[src/rtl/shift_add_ctrl.sv]
// Radix-2 shift-add multiplier sequencer for unsigned WxW operands.
// Drives an external 2W-bit product register and iterates on its registered contents.
module shift_add_ctrl #(
  parameter int unsigned W = 8
) (
  input  logic           clk,
  input  logic           clear,
  input  logic           start,
  input  logic [W-1:0]   mcand,
  input  logic [W-1:0]   mplier,
  input  logic [2*W-1:0] prod_q,
  output logic [W-1:0]   inh,
  output logic [W-1:0]   inl,
  output logic           loadh,
  output logic           loadl,
  output logic           busy,
  output logic           done
);

  localparam int unsigned CntW = (W > 2) ? $clog2(W) : 1;

  typedef enum logic [1:0] {StIdle, StLoad, StRun, StDone} state_e;

  state_e          state;
  logic [CntW-1:0] cnt;
  logic [W-1:0]    mcand_r;
  logic [W-1:0]    mplier_r;

  logic [W-1:0]    addend;
  logic [W:0]      sum;
  logic [2*W-1:0]  nxt;

  always_ff @(posedge clk or posedge clear) begin
    if (clear) begin
      state    <= StIdle;
      cnt      <= '0;
      mcand_r  <= '0;
      mplier_r <= '0;
    end else begin
      unique case (state)
        StIdle: begin
          if (start) begin
            mcand_r  <= mcand;
            mplier_r <= mplier;
            state    <= StLoad;
          end
        end
        StLoad: begin
          cnt   <= '0;
          state <= StRun;
        end
        StRun: begin
          cnt <= cnt + CntW'(1);
          if (cnt == CntW'(W - 1)) state <= StDone;
        end
        StDone: state <= StIdle;
        default: state <= StIdle;
      endcase
    end
  end

  // The carry out of the add becomes the MSB of the shifted partial product.
  always_comb begin
    addend = prod_q[0] ? mcand_r : '0;
    sum    = {1'b0, prod_q[2*W-1:W]} + {1'b0, addend};
    nxt    = {sum, prod_q[W-1:1]};
  end

  always_comb begin
    inh   = '0;
    inl   = '0;
    loadh = 1'b0;
    loadl = 1'b0;
    busy  = 1'b0;
    done  = 1'b0;
    unique case (state)
      StIdle: ;
      StLoad: begin
        inl   = mplier_r;
        loadh = 1'b1;
        loadl = 1'b1;
        busy  = 1'b1;
      end
      StRun: begin
        inh   = nxt[2*W-1:W];
        inl   = nxt[W-1:0];
        loadh = 1'b1;
        loadl = 1'b1;
        busy  = 1'b1;
      end
      StDone: done = 1'b1;
      default: ;
    endcase
  end

endmodule

[config.mk]
export PLATFORM = sky130hd
export DESIGN_NAME = shift_add_ctrl
export DESIGN_NICKNAME = d
export VERILOG_FILES = /design/src/rtl/shift_add_ctrl.sv
export SDC_FILE = /design/constraint.sdc
export NUM_CORES = 1
export LEC_CHECK = 0
export CORE_UTILIZATION = 50
export DETAILED_ROUTE_END_ITERATION = 8
export DONT_BUFFER_PORTS = 1
export PLACE_DENSITY = 0.68
export SLEW_MARGIN = 10
export SYNTH_ARGS = -nofsm -noshare
export SYNTH_HDL_FRONTEND = slang
export SYNTH_SLANG_ARGS = --single-unit
[constraint.sdc]
create_clock -name clk -period 2.5 [get_ports clk]
set_input_delay 0.5 -clock clk [delete_from_list [all_inputs] [get_ports clk]]
set_output_delay 0.5 -clock clk [all_outputs]
set_load 0.02 [all_outputs]
==> summary.md <==
| Metric | Value |
|---|---|
| Synth area leader | dfrtp_1 |
| Max transition margin | 46.7% |
| Pin count of the biggest net entering global routing | 23 |
| Sequential Area | 526 um2 |
| Final nets | 205 |
| Core Rows | 19 |
| Failing checks | negative setup slack |
| Crit path time final | 2.63 ns |
| Max Root-Sink Buffers | 2 |
| Wirelength per Cell | 17.6 um |
| Worst Path Max Fanout | 2 |
| Post-Layout Inst Area | 0.00173 mm2 |
| Placed wire-length estimate | 2.28 mm |
| Initial antenna violation count | 0 |
| Vias in the first global route | 1129 |
| Cell area power density | 1250 mW/mm2 |
| Share of cells above drive strength 1 | 37.9% |
| Filler cells | 250 |
| Die W | 55.8 um |
| Least-Margin Pin Slew | 0.799 ns |
| Yosys warns | 0 |
| Worst Path Required | 2.00 ns |
| Max VDD drop | 880 uV |
| CP Launch Type | flip-flop |
| RSZ-0062 raised after global routing | true |
| Starting Density | 52.5% |
| Die height | 55.8 um |
| Number of synthesized flops with an enable pin | 0 |
| Antenna diodes | 0 |
| Max Clk Rate | 381 MHz |
| DP Area | 0.00153 mm2 |
| #FFs+latches synth | 21 |
| CP endpoint kind | output port |
| H-tree levels | 1 |
| Routability cong. | 0.829 |
| Hold Crit Class | in2async |
| CTS buffer count | 3 |
| Leakage | 0.000739 uW |
| Endpoints failing hold | 0 |
| Top FF cell, synth | dfrtp_1 |
| TritonCTS clock tree | built |
| Share of the synthesized area in the top cell type | 36.3% |
| Post-synth ARST share | 100% |
| Worst skew pair latency | 0.31 ns |
| Synth area leaders | dfrtp_1 (36%), ha_1 (13%), mux2_2 (12%) |
| CTS Sinks | 21 |
| Final slew viol count | 0 |
| Die Area | 0.00312 mm2 |
| Net Count, Synth | 195 |
| Tcrit/Tclk final | 105% |
| Clk slew on worst S/H paths | 0.12 ns |
| Final worst-path setup slack | -0.127 ns |
| Core Region | 0.00276 mm2 |
| Post-detailed-routing wire length | 3.25 mm |
| Setup_tns | -0.585 ns |
| Number of DRC markers in iteration 0 | 16 |
| I/O pins | 55 |
| Tot GR Track Use | 20.3% |
| Status | complete, but fails checks |
| Max-Cap Viols | 0 |
| DR pass1 iterations | 4 |
| Antenna viol nets, final | 0 |
| Register area share after synthesis | 36.3% |
| Number of I/O port buffers | 0 |
| WS Path Type | reg2out |
| Mapped Area | 0.00145 mm2 |
| Via density | 6.10 |
| Area Overhead vs Synth | 19.3% |
| Synth Area per Inst | 10.1 um2 |
| R2R depth | 4 |
| Post-Syn Instances | 144 |
| Remaining global-route overflow | 0 |
| Arr. time, crit path | 2.13 ns |
| Footprint of the multi-input gates | 0.00101 mm2 |
| Root Buffer | clkbuf_4 |
| First-pass GRT wire length | 5.01 mm |
| Min Hold Slack | 0.209 ns |
| Clk_skew | 0.0102 ns |
| Synth cell types | 32 |
| Setup violations, final | 5 |
| DR vias | 1123 |
| DRC viols | 0 |
==> cell usage in the layout (no fill, tap or decap), types with 3 or more instances in the layout <==
master    count
ha_1          9
and2_1        7
nor2_1        4
ha_4          4
clkbuf_4      3
and2_4        3
o21ai_0       6
nand3_1       3
nor2b_1       9
a22oi_1       8
mux2_2       16
buf_4        11
o21ai_1       4
dfrtp_1      21
nand2_1       5
inv_1         7
==> area by class of cell <==
type                            instances  area share (%)
Clock inverter                          1           0.434
Multi-Input combinational cell        109            58.7
Clock buffer                            3            1.30
Sequential cell                        21            30.4
Inverter                                7            1.52
Timing Repair Buffer                   12            5.43
Tap cell                               31            2.24
==> cells by family after synthesis <==
| group | count (synthesis) | share of synthesized area (%) |
|---|---|---|
| simple gates | 40 | 15.0 |
| compound gates | 35 | 16.1 |
| flops | 21 | 36.3 |
| mux | 17 | 13.1 |
| fa+ha+maj | 16 | 14.3 |
| buf+inv | 14 | 4.49 |
| xor+xnor | 1 | 0.605 |
==> where the power goes <==
part           internal (uW)  switching [uW]  total (uW)  leakage, uW
logic                    610             798        1410     0.000471
clock network           61.1             105         166    0.0000139
registers                504            90.8         595     0.000254
==> critical path, cell delays in order, from the launching register on <==
cell      delay (ns)
dfrtp_1         0.41
and2_4          0.18
ha_4            0.23
a211oi_4        0.27
buf_4           0.15
nor3_2          0.04
or3_1           0.32
and3_4          0.22
==> metrics by stage <==
| stage | total power [uW] | utilization (%) | cells | worst slack [ns] |
|---|---|---|---|---|
| floorplan | 1610 | - | 144 | 0.0124 |
| global placement | 1760 | 55.3 | 177 | 0.00347 |
| detailed placement | 1810 | 55.3 | 177 | -0.0432 |
| CTS | 2060 | 59.5 | 182 | -0.197 |
| global route | 2330 | 62.7 | 184 | -0.210 |
| finish | 2170 | 62.7 | 184 | -0.127 |
==> sequential cells by signal (all words and copies together) (netlist names) <==
name / count
cnt: 3
state: 2
mcand_r: 8
mplier_r: 8
==> synthesized netlist by cell type, types with 4 or more instances <==
| master | number |
|---|---|
| and2_1 | 10 |
| o21ai_0 | 12 |
| nand3_1 | 4 |
| nor2_1 | 6 |
| nor2b_1 | 9 |
| a21oi_1 | 4 |
| nand2_1 | 5 |
| dfrtp_1 | 21 |
| ha_1 | 15 |
| a22oi_1 | 8 |
| inv_1 | 7 |
| mux2_2 | 16 |
==> worst paths after layout <==
| check | startpoint | to | slack (ns) |
|---|---|---|---|
| min | clear | mcand_r[2] | 0.21 |
| max | mcand_r[1] | inh[6] | -0.13 |
| min in group clk | mcand[1] | mcand_r[1] | 0.33 |
| min reg2reg | cnt[0] | cnt[0] | 0.49 |
| max reg2reg | state[0] | mcand_r[6] | 0.71 |
| max in group asynchronous | clear | mplier_r[5] | 1.79 |
==> per-layer routing <==
metal  track usage (%)  routed length, um
met5                 0                  0
met2              36.0               1720
met1              25.8               1330
met3              6.05                197
met4              1.39                  0
==> timing repair <==
action / in CTS / in global routing
hold buffers: 0 / 0
gates resized for setup: 19 / 18
buffers inserted: 1 / 2
pin swaps: 9 / 6
endpoints found under the setup margin: 7 / 7
No activity file was read; power rests on OpenSTA's default activity.
